`src/rtl/dmem_port_arbiter.sv`:
```
// Two-master arbiter for the single-port data memory: core load/store (M0) vs debug/loader (M1).
// Define DMEM_ARB_PERF_CNT_EN to build the contention performance counter.
module dmem_port_arbiter #(
    parameter int unsigned AW       = 15,
    parameter int unsigned MAX_LOCK = 16
) (
    input  logic          clk,
    input  logic          reset,

    input  logic          m0_req,
    input  logic          m0_we,
    input  logic [AW-1:0] m0_addr,
    input  logic [31:0]   m0_wdata,
    input  logic [3:0]    m0_wstrb,
    output logic          m0_gnt,
    output logic          m0_rvalid,
    output logic [31:0]   m0_rdata,

    input  logic          m1_req,
    input  logic          m1_we,
    input  logic [AW-1:0] m1_addr,
    input  logic [31:0]   m1_wdata,
    input  logic [3:0]    m1_wstrb,
    input  logic          m1_lock,
    output logic          m1_gnt,
    output logic          m1_rvalid,
    output logic [31:0]   m1_rdata,

    output logic          mem_en,
    output logic [3:0]    mem_we,
    output logic [AW-1:0] mem_addr,
    output logic [31:0]   mem_wdata,
    input  logic [31:0]   mem_rdata,

    output logic [31:0]   contention_cnt
);

    localparam int unsigned LCW = $clog2(MAX_LOCK + 1);

    logic           last_gnt;
    logic           resp_vld;
    logic           resp_owner;
    logic [LCW-1:0] lock_cnt;
    logic [LCW-1:0] lock_cnt_nxt;
    logic           starve;
    logic           starve_nxt;
    logic           locked_gnt_c;

    // Grant selection; no grant is ever issued while reset is held.
    always_comb begin
        m0_gnt       = 1'b0;
        m1_gnt       = 1'b0;
        locked_gnt_c = 1'b0;
        if (!reset) begin
            if (m0_req && !m1_req) begin
                m0_gnt = 1'b1;
            end else if (m1_req && !m0_req) begin
                m1_gnt = 1'b1;
            end else if (m0_req && m1_req) begin
                if (starve) begin
                    m0_gnt = 1'b1;
                end else if (m1_lock && last_gnt) begin
                    m1_gnt       = 1'b1;
                    locked_gnt_c = 1'b1;
                end else if (last_gnt) begin
                    m0_gnt = 1'b1;
                end else begin
                    m1_gnt = 1'b1;
                end
            end
        end
    end

    // Burst-lock accounting; starve is raised as the final allowed locked grant is issued.
    always_comb begin
        lock_cnt_nxt = lock_cnt;
        starve_nxt   = starve;
        if (m0_gnt) begin
            lock_cnt_nxt = '0;
            starve_nxt   = 1'b0;
        end else begin
            if (m1_gnt) begin
                if (locked_gnt_c) begin
                    if (lock_cnt != LCW'(MAX_LOCK)) begin
                        lock_cnt_nxt = lock_cnt + LCW'(1);
                    end
                end else if (!m1_lock) begin
                    lock_cnt_nxt = '0;
                end
            end
            if (m0_req && (lock_cnt_nxt == LCW'(MAX_LOCK))) begin
                starve_nxt = 1'b1;
            end
        end
    end

    always_ff @(posedge clk or posedge reset) begin
        if (reset) begin
            last_gnt   <= 1'b1;
            resp_vld   <= 1'b0;
            resp_owner <= 1'b0;
            lock_cnt   <= '0;
            starve     <= 1'b0;
        end else begin
            if (m0_gnt) begin
                last_gnt <= 1'b0;
            end else if (m1_gnt) begin
                last_gnt <= 1'b1;
            end
            resp_vld   <= mem_en;
            resp_owner <= m1_gnt;
            lock_cnt   <= lock_cnt_nxt;
            starve     <= starve_nxt;
        end
    end

    // Memory port mux; M0 drives address/data when idle.
    always_comb begin
        mem_en    = m0_gnt | m1_gnt;
        mem_addr  = m0_addr;
        mem_wdata = m0_wdata;
        mem_we    = 4'b0000;
        if (m1_gnt) begin
            mem_addr  = m1_addr;
            mem_wdata = m1_wdata;
            if (m1_we) begin
                mem_we = m1_wstrb;
            end
        end else if (m0_gnt && m0_we) begin
            mem_we = m0_wstrb;
        end
    end

    assign m0_rvalid = resp_vld & ~resp_owner;
    assign m1_rvalid = resp_vld & resp_owner;
    assign m0_rdata  = mem_rdata;
    assign m1_rdata  = mem_rdata;

`ifdef DMEM_ARB_PERF_CNT_EN
    logic [31:0] perf_cnt;
    logic        contend_c;

    assign contend_c = (m0_req & ~m0_gnt) | (m1_req & ~m1_gnt);

    // Saturating count of cycles with at least one stalled request.
    always_ff @(posedge clk or posedge reset) begin
        if (reset) begin
            perf_cnt <= 32'h0;
        end else if (contend_c && (perf_cnt != 32'hFFFF_FFFF)) begin
            perf_cnt <= perf_cnt + 32'd1;
        end
    end

    assign contention_cnt = perf_cnt;
`else
    assign contention_cnt = 32'h0;
`endif

endmodule

```
`config.mk`:
```
export PLATFORM = sky130hd
export DESIGN_NAME = dmem_port_arbiter
export DESIGN_NICKNAME = d
export VERILOG_FILES = /design/src/rtl/dmem_port_arbiter.sv
export SDC_FILE = /design/constraint.sdc
export NUM_CORES = 1
export LEC_CHECK = 0
export ABC_CLOCK_PERIOD_IN_PS = 2100
export BUFFER_PORTS_ARGS = -buffer_cell sky130_fd_sc_hd__buf_2
export CAP_MARGIN = 20
export CORE_AREA = 4 4 110 112
export CTS_BUF_LIST = sky130_fd_sc_hd__clkbuf_4
export CTS_CLUSTER_SIZE = 25
export DETAILED_ROUTE_END_ITERATION = 12
export DIE_AREA = 0 0 114 116
export SYNTH_ARGS = -nofsm -noshare
export SYNTH_HDL_FRONTEND = slang
export SYNTH_SLANG_ARGS = --single-unit
```
`constraint.sdc`:
```
create_clock -name clk -period 2.1 [get_ports clk]
set_input_delay 0.315 -clock clk [delete_from_list [all_inputs] [get_ports clk]]
set_output_delay 0.315 -clock clk [all_outputs]
set_load 0.02 [all_outputs]
```
==> results.toml <==
[run_status]
status = "finished, final reports clean"

[die]
die_width_um = 114
rows = 39
start_util = 0.1719
dieArea_um2 = 13220
ioPinCount = 293
fp.dieH_um = 116
core_um2 = 11220

[pwr]
vdd.ir_drop.worst_uv = 126.9
p_seq_frac = 0.204
clockPowerShare = 0.144
switching_share = 0.4562
comb_power_share = 0.652
p_per_area_nw_per_um2 = 374.1
internal_power_uw = 543.1
fin_total_pwr_uw = 998.8
switchingPower_uw = 455.7
p_leak_nw = 1.627

[critical_path]
critical_path.max_fanout = 4
critPathTopFamily = "flip-flops"
cp_slowest_cell = "dfstp_2"
cp-start-kind = "register"
cp.arrival_ns = 1.74
crit_chain = "nor2b_4, o21ai_2, nand2_4, buf_6, clkinv_2, a32o_1, buf_6"
slowest_delay_ns = 0.53
cp_num_buf_inv = 3
required_ns = 1.78
critical_path.endpoint_type = "primary output"
ff2ff_path_depth = 5
crit_cells = 7
cpMostUsedCell = "buf_6"
critPathKind = "register to primary output"

[yosys]
ys_seq_area_frac = 0.1174
ys_async_sr_fraction = 1.000
synth_top_cell_by_area = "buf_4"
syn_inst = 317
synth.top_cells.by_area = "buf_4, nand2_1, dfrtp_1, a32o_1, nand4bb_4"
synth-seq-cells = 9
ys.flop_type = "dfrtp_1"
synth_warnings = 0
synth.top_cell.area_share = 0.3735
synth_cell_types = 35
synth_edf_count = 0
synth_area_per_cell_um2 = 6.086
syn_area_um2 = 1929
post-synth-top-count-cell = "nand2_1"
synthTopCellsByCount = "nand2_1, buf_4, dfrtp_1, clkbuf_1, nor2_1"

[sta]
fmax_ghz = 0.4874
finalCritPeriodShare = 0.9769
fin_crit_ns = 2.052
maxSlewViolCount = 0
timing.setup.tns_ns = 0
whs_ns = 0.1042
finalHoldViolCount = 0
setup_viol = 0
finClkSkew_ns = 0.007699

[grt]
gr-total-overflow = 0
grt_pass1_wl_um = 8549
busiest_layer = "met2"
grt_pass1_vias = 1727
grt.total_usage = 0.07859
grt_use_met2 = 0.1175
grt_util_met1 = 0.1063
antenna_found_initial = 0
grt_use_met3 = 0.02402
grt_max_degree = 50

[finish]
design_area_um2 = 2670
stdcell_count = 569
diodes = 0
syn_to_final_growth_pct = 38.39
drive_above_1_share = 0.4601
fillCellCount = 1289
ff_latch_area_um2 = 226.5
nNetsFinal = 570
multi_input_area_um2 = 1060

[route]
first_pass_iters = 4
drtIter0Drc = 76
dr_total_vias = 2192
drc = 0
via_per_inst = 3.852
wl_per_cell_um = 13.11
ant_nets = 0
drt-total-wl_um = 7458

[clock_tree]
cts_num_sinks = 9
cts_root_buf = "clkbuf_4"
cts.clk_slew.worst_paths_ns = 0.06
cts_tree = "done"
htree_levels = 1
cts_buffers = 3
cts.path.max_buffers = 2
clk_latency_ns = 0.26

[placed_design]
gp_congestion = 0.7593
dp_hpwl_um = 5369
io_buffer_count = 164
placed_area_um2 = 2344
dp_cells = 555

[run]
maxCapViolations = 0

[worst_hold_path]
hold_class = "input port to asynchronous set/reset pin"
stage by stage:
stage | utilization | worst slack [ns]
after global placement | 0.2088 | 0.2258
after CTS | 0.2140 | 0.005154
final | 0.2379 | 0.04848
after detailed placement | 0.2088 | 0.1857
after global routing | 0.2379 | -0.03089
after floorplan | - | 0.2512
flip-flops by register name, indices dropped and copies added (netlist names):
signal      cells
last_gnt        1
resp_owner      1
resp_vld        1
lock_cnt        5
starve          1
timing repair:
| item | in CTS | in global routing |
|---|---|---|
| setup buffers | 0 | 3 |
| hold buffers | 0 | 0 |
| pin swaps | 0 | 3 |
| endpoints found under the setup margin | 47 | 51 |
| cloned | 0 | 7 |
| resized for setup | 9 | 36 |
cells by family after synthesis:
family / Yosys count / share of synthesized area
and+or+nand+nor: 176 / 0.3865
buffers and inverters: 112 / 0.4066
AOI/OAI and AO/OA: 15 / 0.06356
DFF: 9 / 0.1174
muxes: 2 / 0.01102
adders and majority gates: 2 / 0.01297
other: 1 / 0.001944
final timing paths:
check | startpoint | to | slack [ns]
max | last_gnt | mem_we[3] | 0.05
min | reset | lock_cnt[0] | 0.10
max reg2reg | starve | starve | 0.37
min reg2reg | lock_cnt[0] | lock_cnt[0] | 0.62
max in group asynchronous | reset | last_gnt | 1.77
min in group clk | reset | resp_vld | 0.31
layout make-up:
class / instances / share of cell area
repair buffers: 179 / 0.4269
multi-input cells: 227 / 0.3969
flip-flops and latches: 9 / 0.08482
well taps: 143 / 0.06701
clock buffers: 4 / 0.01125
inverters: 6 / 0.01125
repair inverters: 1 / 0.001874
worst min-delay path, stage by stage:
cell   delay, ns
buf_2       0.13
inv_1       0.08
buf_4       0.19
per-layer routing:
layer  share of wire  up-vias
li1                -     1084
met1            0.39      948
met2            0.47      139
met3            0.12       21
met4           0.018        0
met5               0        -
power groups by stage:
stage                     clock network, mW  logic, mW  registers (mW)
after global placement                    0      0.561           0.208
final                                 0.143      0.652           0.204
after detailed placement                  0      0.562           0.208
after global routing                  0.165      0.709           0.206
after CTS                             0.150      0.573           0.205
after floorplan                           0      0.552           0.203
placed cells by master (no fill, tap or decap), drive strengths merged:
master / n
o31ai: 3
dfstp: 1
nor3: 3
nor2b: 3
buf: 175
and2: 2
o311a: 1
clkbuf: 8
nand3b: 1
o21ai: 2
inv: 6
nand3: 3
or2: 2
nor2: 6
nor4b: 1
a32o: 4
clkinv: 1
or3: 2
mux2i: 1
nand4bb: 3
a31oi: 3
ha: 2
nand2b: 1
mux2: 1
dfrtp: 8
o21a: 1
nand2: 149
o2111ai: 1
conb: 32
(Power assumes the default switching activity.)
